`config.mk`:
```
export PLATFORM = sky130hd
export DESIGN_NAME = dmn_seq
export DESIGN_NICKNAME = d
export VERILOG_FILES = /design/src/rtl/dmn_seq.sv
export SDC_FILE = /design/constraint.sdc
export NUM_CORES = 1
export LEC_CHECK = 0
export CORE_MARGIN = 2
export CORE_UTILIZATION = 35
export DETAILED_ROUTE_END_ITERATION = 6
export GPL_TIMING_DRIVEN = 1
export PLACE_DENSITY = 0.74
export SYNTH_ARGS = -nofsm -noshare
export SYNTH_HDL_FRONTEND = slang
export SYNTH_SLANG_ARGS = --single-unit
export TNS_END_PERCENT = 100
```
`constraint.sdc`:
```
create_clock -name clk -period 2.24 [get_ports clk]
set_input_delay 0.448 -clock clk [delete_from_list [all_inputs] [get_ports clk]]
set_output_delay 0.448 -clock clk [all_outputs]
set_load 0.05 [all_outputs]
```
`src/rtl/dmn_seq.sv`:
```
// Sequencer for the dmn_* parameter stage chain: enables stages in order,
// captures the addressed stage's parameters, stops on zero or on timeout.
module dmn_seq #(
  parameter int NSTAGE  = 4,
  parameter int IW      = 2,
  parameter int TIMEOUT = 1024,
  parameter int TW      = 16
) (
  input  logic              clk,
  input  logic              rst,
  input  logic              start,
  input  logic              abort,
  output logic [NSTAGE-1:0] stage_en,
  output logic [IW-1:0]     stage_idx,
  input  logic              stage_end,
  input  logic              stage_zero,
  input  logic [31:0]       para_in1,
  input  logic [31:0]       para_in2,
  input  logic [31:0]       para_in3,
  output logic              busy,
  output logic              done,
  output logic              early,
  output logic              timeout,
  output logic [IW-1:0]     res_stage,
  output logic [31:0]       res_para1,
  output logic [31:0]       res_para2,
  output logic [31:0]       res_para3
);

  typedef enum logic [1:0] {IDLE, RUN, GAP, DONE} state_t;

  state_t        state, state_n;
  logic [TW-1:0] cnt, cnt_n;
  logic [IW-1:0] idx_n, res_stage_n;
  logic          early_n, timeout_n;
  logic [31:0]   res_para1_n, res_para2_n, res_para3_n;

  always_ff @(posedge clk) begin
    if (rst) begin
      state     <= IDLE;
      cnt       <= '0;
      stage_idx <= '0;
      stage_en  <= '0;
      busy      <= 1'b0;
      done      <= 1'b0;
      early     <= 1'b0;
      timeout   <= 1'b0;
      res_stage <= '0;
      res_para1 <= '0;
      res_para2 <= '0;
      res_para3 <= '0;
    end else begin
      state     <= state_n;
      cnt       <= cnt_n;
      stage_idx <= idx_n;
      // Outputs are decoded from the next state so they come straight off flops
      stage_en  <= (state_n == RUN) ? (NSTAGE'(1) << idx_n) : '0;
      busy      <= (state_n == RUN) || (state_n == GAP);
      done      <= (state_n == DONE);
      early     <= early_n;
      timeout   <= timeout_n;
      res_stage <= res_stage_n;
      res_para1 <= res_para1_n;
      res_para2 <= res_para2_n;
      res_para3 <= res_para3_n;
    end
  end

  always_comb begin
    state_n     = state;
    cnt_n       = cnt;
    idx_n       = stage_idx;
    early_n     = early;
    timeout_n   = timeout;
    res_stage_n = res_stage;
    res_para1_n = res_para1;
    res_para2_n = res_para2;
    res_para3_n = res_para3;
    case (state)
      IDLE: begin
        if (start && !abort) begin
          early_n     = 1'b0;
          timeout_n   = 1'b0;
          res_stage_n = '0;
          res_para1_n = '0;
          res_para2_n = '0;
          res_para3_n = '0;
          idx_n       = '0;
          cnt_n       = '0;
          state_n     = RUN;
        end
      end
      RUN: begin
        // Abort beats a same-cycle end, and an end beats a same-cycle timeout
        if (abort) begin
          state_n = IDLE;
        end else if (stage_end) begin
          res_stage_n = stage_idx;
          res_para1_n = para_in1;
          res_para2_n = para_in2;
          res_para3_n = para_in3;
          if (stage_zero) begin
            early_n = 1'b1;
            state_n = DONE;
          end else if (stage_idx == IW'(NSTAGE - 1)) begin
            state_n = DONE;
          end else begin
            state_n = GAP;
          end
        end else if (cnt == TW'(TIMEOUT - 1)) begin
          timeout_n   = 1'b1;
          res_stage_n = stage_idx;
          state_n     = DONE;
        end else begin
          cnt_n = cnt + TW'(1);
        end
      end
      GAP: begin
        if (abort) begin
          state_n = IDLE;
        end else begin
          idx_n   = stage_idx + IW'(1);
          cnt_n   = '0;
          state_n = RUN;
        end
      end
      DONE: begin
        state_n = IDLE;
      end
      default: begin
        state_n = IDLE;
      end
    endcase
  end

endmodule

```
==> results.md, run 1 <==
* Initial antenna violation count at 0
* Final setup fails at 0
* Min-Delay Path Depth at 4
* Critical R2R Launch: cnt[10]
* DP HPWL at 9498 um
* Post-DR vias/cell at 5.081
* RSZ-0062 raised after global routing: false
* CTS tree: yes
* Synthesized flop and latch total at 126
* All-Layer GR Usage at 19.44%
* Worst-path maximum fanout at 6
* Seq/Total Area, Yosys at 54.74%
* Reg2Reg Depth at 6
* Largest net degree at the start of global routing at 75
* Fraction of layout cells with a size suffix above 1 at 8.689%
* # IOs at 210
* Setup crit end kind: output port
* Tmin final at 2.140 ns
* Final Non-Filler Cells at 874
* Number of cell rows at 41
* Hold Vio Cnt, Final at 0
* Hold EP: stage_en[1]
* CP Cell Sequence: clkdlybuf4s50_1
* Slowest cell on crit path: clkdlybuf4s50_1
* Initial DRC Count at 249
* Filler cell count at 1110
* H-tree depth at 4
* Post-detailed-routing wire length at 13720 um
* Core Area at 0.01272 mm^2
* Vias in the first global route at 4426
* Die area at 0.01410 mm^2
* Setup_tns at 0 ns
* Post-Syn Area per Cell at 9.482 um^2
* Synth Warn # at 0
* Peak VDD IR at 472.9 uV
* Drt drc at 0
* Initial Util at 36.22%
* Hold_buf cts at 0
* CP Launch Type: flop
* FF-to-FF End: stage_en[3]
* Placed Cells incl. Taps at 842
* Leakage at 2.640 nW
* Antenna-violating nets left at 0
* Reg-to-reg slack, setup at 0.21 ns
* Clock Path Buffers at 2
* Setup clock skew after layout at 0.005484 ns
* Root buffer cell: clkbuf_16
* Clock sink total at 126
* CP Class: reg -> out
* Die Y at 118.7 um
* Synthesized area at 0.004608 mm^2
* Synth Net Count at 592
* Clk slew on worst S/H paths at 0.06 ns
* Slew Viols, Final at 0
* Clock Latency Late Sink at 0.41 ns
* Worst hold path type: in -> reg
* Post-CTS sizing at 0
* P per Cell Area at 745.3 mW/mm^2
* FMAX at 467.3 MHz
* Number of buffers created by CTS at 17
* DRT Pass-1 Iters at 4
* Nets@finish at 795
* Placed Area at 0.006909 mm^2
* Max_cap viols at 0
* Tcrit/Tclk final at 95.53%
* Die X at 118.7 um
* Reg area at 0.002522 mm^2
* Hold path start: rst
* Delay-heaviest family, CP: buffers and inverters
* CP arrival at 1.69 ns
* Number of port buffers at 209
* # diodes at 0
* # Post-CTS Setup Buffers at 0
* Total gr overflow at 0
* Area of the multi-input gates at 0.001888 mm^2
* Final Util at 59.10%
* Finished Cell Area at 0.007518 mm^2
* Delay of the slowest critical-path stage at 0.86 ns
* GP Congestion at 0.7718
* DR WL/cell at 15.69 um
* Synthesis-to-layout area growth at 63.16%
* Synth cell types at 44
* Buf+Inv Stages, Crit Path at 1
* Slew @ Worst Pin at 0.5745 ns
* Outcome: finished clean
* Mapped Cells at 486
* Slew HR at 61.58%
* Global-route wire length before repair at 21920 um
* Via count at 4441
* Critical Path RT at 1.79 ns
layer usage:
layer	routed length [um]	GRT usage [%]
met5	0	0
met2	6554	31.14
met1	5618	22.47
met3	1102	8.012
met4	441	9.226
worst max path at each step:
stage / from / slack, ns / cells past startpoint / endpoint
2_1_floorplan: cnt[10] / 0.38 / 6 / stage_en[0]
3_3_place_gp: abort / 0.05 / 6 / cnt[10]
3_5_place_dp: abort / -0.02 / 6 / cnt[14]
4_1_cts: stage_idx[0] / 0.08 / 1 / stage_idx[0]
5_1_grt: stage_idx[0] / 0.03 / 1 / stage_idx[0]
6_report: stage_idx[0] / 0.10 / 1 / stage_idx[0]
power breakdown:
group	switching, mW	internal, mW
combinational	0.253	0.256
clock	1.02	1.79
sequential	0.0160	2.27
cell type report:
cell class | instances | share of cell area, %
Sequential cell | 126 | 33.55
Tap cell | 172 | 2.862
Inverter | 9 | 0.4493
Multi-Input combinational cell | 313 | 25.11
Clock inverter | 12 | 2.163
Clock buffer | 20 | 5.941
Timing Repair Buffer | 222 | 29.92
cells in the mapped netlist (all sizes together):
library cell | instances | share of area (%)
a211oi | 2 | 0.43
a21oi | 8 | 1.0
a22oi | 96 | 16
a32oi | 1 | 0.19
and2 | 3 | 0.41
and3 | 1 | 0.14
and4 | 1 | 0.22
buf | 14 | 1.9
clkbuf | 24 | 2.0
dfxtp | 126 | 55
ha | 4 | 1.1
inv | 9 | 0.73
mux2i | 1 | 0.22
nand2 | 15 | 1.2
nand3 | 7 | 0.76
nand4 | 1 | 0.27
nand4b | 2 | 0.38
nand4bb | 1 | 0.35
nor2 | 117 | 9.9
nor2b | 2 | 0.27
nor3 | 8 | 0.87
nor3b | 3 | 0.49
nor4 | 7 | 1.3
o211ai | 2 | 0.54
o21a | 2 | 0.33
o21ai | 6 | 0.65
o311a | 1 | 0.22
o31ai | 2 | 0.33
o32ai | 2 | 0.38
or2 | 4 | 0.54
or3 | 2 | 0.30
or4 | 3 | 0.57
xnor2 | 9 | 1.7
logic make-up (layout without fill, tap and decap cells):
logic type | count (synthesis) | count (layout) | share of synthesized area, %
mux | 1 | 1 | 0.2172
fa+ha+maj | 4 | 4 | 1.086
compound gates | 122 | 122 | 19.74
buf+inv | 47 | 263 | 4.561
simple gates | 177 | 177 | 17.95
flops | 126 | 126 | 54.74
xor+xnor | 9 | 9 | 1.711
cell usage in the layout (no fill, tap or decap), types with 7 or more instances in the layout:
cell type and n:
nand2_1 15, a22oi_1 96, clkbuf_16 17, buf_4 9
nand3_1 7, nor2_1 116, nor3_1 8, inv_1 9
xnor2_1 9, clkdlybuf4s50_1 208, dfxtp_1 126
registers in the layout, indices dropped and copies added (netlist names):
| name | cells |
|---|---|
| stage_idx | 2 |
| done | 1 |
| cnt | 16 |
| state | 2 |
| timeout | 1 |
| early | 1 |
| res_para2 | 32 |
| res_para3 | 32 |
| stage_en | 4 |
| busy | 1 |
| res_stage | 2 |
| res_para1 | 32 |
through the flow:
stage / power, mW / worst slack, ns / hold WS, ns
after floorplan: 2.554 / 0.3807 / 0.4587
after global placement: 2.830 / 0.04507 / 0.4521
after detailed placement: 2.840 / -0.02146 / 0.4587
after CTS: 5.666 / 0.07741 / 0.4453
after global routing: 5.800 / 0.03442 / 0.4763
final: 5.604 / 0.1002 / 0.4585
Note: power is estimated with default switching activity, not from simulation.
==> run 2: changes to the inputs <==
- CAP_MARGIN: default -> 40
- SKIP_CTS_REPAIR_TIMING: default -> 1
==> results of run 2 <==
The final DEF is identical to that of run 1; final timing and power are the same.
==> run 3: changes to the inputs <==
==> constraint.sdc (replaced) <==
create_clock -name clk -period 2.24 [get_ports clk]
set_input_delay 0.448 -clock clk [delete_from_list [all_inputs] [get_ports clk]]
set_output_delay 0.448 -clock clk [all_outputs]
set_load 0.1 [all_outputs]
==> run 3 against run 2 <==
- maximum frequency grew 4.7%
- first-iteration DRC count grew 26%
- non-clock buffer count grew 2
- largest power group unchanged
- sequential share of layout area grew 1.3 points
- critical path depth grew 5
- die area is the same
- final area shrank 3.6%
==> results.md, run 3 (synthesized netlist as in run 1, its figures left out) <==
* Outcome: finished clean
* Tmin final at 2.044 ns (-0.09544 ns)
* Worst-path maximum fanout at 5 (-1)
* Hold path start: rst
* Slew HR at 61.65% (+0.072 points)
* Most frequent cells in the layout: 126 x dfxtp_1, 120 x buf_4, 116 x nor2_1, 100 x clkdlybuf4s50_1, 96 x a22oi_1
* Leakage at 2.863 nW (+8.5%)
* Worst Hold Slack at 0.3927 ns (-0.06581 ns)
* Reg-to-reg slack, setup at 0.20 ns (about the same)
* Antenna-violating nets left at 0 (unchanged)
* Delay of the slowest critical-path stage at 0.58 ns (-0.28 ns)
* Final Util at 56.97% (-2.1 points)
* Setup crit end kind: flop
* Drt drc at 0 (unchanged)
* Root buffer cell: clkbuf_16
* Tcrit/Tclk final at 91.27% (-4.3 points)
* Slew Viols, Final at 0 (unchanged)
* Min-Delay Path Depth at 2 (-2)
* RSZ-0062 raised after global routing: false
* All-Layer GR Usage at 18.63% (-0.81 points)
* Initial Util at 36.22% (unchanged)
* Delay-heaviest family, CP: simple AND/OR/NAND/NOR gates
* Final Power at 5.666 mW (+1.1%)
* Largest net degree at the start of global routing at 56 (-25%)
* Nets@finish at 797 (+0.25%)
* Slew @ Worst Pin at 0.5752 ns (+0.0007141 ns)
* CP Launch Type: flop
* Filler cell count at 1107 (-0.27%)
* GP Congestion at 0.7979 (+3.4%)
* FMAX at 489.1 MHz (+4.7%)
* Post-DR vias/cell at 5.039 (-0.83%)
* Peak VDD IR at 505.0 uV (+6.8%)
* Most common cell after layout, fill and taps aside: dfxtp_1
* Fraction of layout cells with a size suffix above 1 at 24.47% (+16 points)
* Hold Vio Cnt, Final at 0 (unchanged)
* Global-route wire length before repair at 21090 um (-3.8%)
* Clk slew on worst S/H paths at 0.05 ns (about the same)
* # IOs at 210 (unchanged)
* Setup clock skew after layout at 0.006151 ns (+0.0006666 ns)
* P per Cell Area at 781.7 mW/mm^2 (+4.9%)
* Initial DRC Count at 314 (+26%)
* H-tree depth at 4 (unchanged)
* Clock Latency Late Sink at 0.41 ns (about the same)
* DRT Pass-1 Iters at 5 (+1)
* DP HPWL at 9216 um (-3.0%)
* CP Cell Sequence: or4_4 -> nor4_4 -> o211ai_2 -> ha_1 -> nand3_1 -> nor2_1
* Max_cap viols at 0 (unchanged)
* Placed Area at 0.006641 mm^2 (-3.9%)
* Reg2Reg Depth at 6 (unchanged)
* DR WL/cell at 15.11 um (-3.7%)
* Critical R2R Launch: cnt[10]
* Critical Path RT at 2.53 ns (+0.74 ns)
* Via count at 4409 (-0.72%)
* Slowest cell on crit path: or4_4
* # diodes at 0 (unchanged)
* Die area at 0.01410 mm^2 (unchanged)
* CTS tree: yes
* Synthesis-to-layout area growth at 57.29%
* Finished Cell Area at 0.007248 mm^2 (-3.6%)
* Initial antenna violation count at 0 (unchanged)
* Setup_tns at 0 ns (unchanged)
* Die Y at 118.7 um (unchanged)
* Core Area at 0.01272 mm^2 (unchanged)
* Clock sink total at 126 (unchanged)
* Number of cell rows at 41 (unchanged)
* Die X at 118.7 um (unchanged)
* Final setup fails at 0 (unchanged)
* CP Class: reg -> reg
* Vias in the first global route at 4278 (-3.3%)
* Number of buffers created by CTS at 17 (unchanged)
* Largest regs: res_para1 x32, res_para2 x32, res_para3 x32
* Post-detailed-routing wire length at 13220 um (-3.6%)
* Hold EP: res_para2[24]
* Clock Path Buffers at 2 (unchanged)
* FF-to-FF End: stage_en[0]
* Buf+Inv Stages, Crit Path at 0 (-1)
* CP arrival at 2.33 ns (+0.64 ns)
* Number of port buffers at 209 (unchanged)
* Worst hold path type: in -> reg
* Total gr overflow at 0 (unchanged)
==> run 3: cell types whose count changed in the layout (fill, tap and decap cells not counted), sizes merged <==
cell and delta:
clkinv -2, inv -1, buf +110, clkinvlp +2, clkdlybuf4s50 -108
==> run 3: worst reg2reg max path: cells and delay by family (launching register included) <==
kind / cells / cell delay (ns)
adders and majority gates: 1 / 0.29
DFF: 1 / 0.34
AOI/OAI and AO/OA: 1 / 0.20
and+or+nand+nor: 4 / 1.10
==> run 3: worst max path at each step <==
stage | start | end | slack [ns] | cells past startpoint
5_1_grt | cnt[10] | stage_en[3] | 0.15 | 6
3_3_place_gp | abort | cnt[10] | 0.05 | 6
4_1_cts | cnt[10] | stage_en[0] | 0.21 | 6
2_1_floorplan | stage_idx[0] | stage_en[2] | 0.10 | 8
6_report | cnt[10] | stage_en[0] | 0.20 | 6
3_5_place_dp | abort | cnt[10] | -0.03 | 6
==> run 3: layer usage <==
| metal | global-route usage [%] | part of all wire (%) | vias to the layer above |
|---|---|---|---|
| met2 | 29.81 | 49 | 169 |
| met1 | 22.14 | 42 | 2096 |
| met3 | 7.674 | 7.0 | 16 |
| met4 | 7.440 | 1.7 | 0 |
| li1 | - | - | 2128 |
| met5 | 0 | 0 | - |
==> run 3: area by class of cell <==
cell class | instances | area [um^2] | area share [%]
clock buffers | 20 | 466.7 | 6.439
flip-flops and latches | 126 | 2522 | 34.80
inverters | 9 | 33.78 | 0.4661
repair buffers | 224 | 1982 | 27.34
well taps | 172 | 215.2 | 2.969
clock inverters | 11 | 140.1 | 1.933
multi-input cells | 313 | 1888 | 26.05
==> run 3: where the power goes <==
part / leakage [nW] / switching [mW] / total (mW) / internal (mW)
registers: 1.02 / 0.0164 / 2.28 / 2.27
clock network: 0.290 / 0.970 / 2.79 / 1.82
logic: 1.56 / 0.342 / 0.589 / 0.247
total: 2.86 / 1.33 / 5.67 / 4.34
==> run 3: metrics by stage <==
| step | setup slack, ns | instances |
|---|---|---|
| 3_3_place_gp | 0.05348 | 844 |
| 4_1_cts | 0.2084 | 875 |
| 5_1_grt | 0.1473 | 875 |
| 3_5_place_dp | -0.02711 | 844 |
| 6_report | 0.1956 | 875 |
| 2_1_floorplan | 0.1004 | 486 |
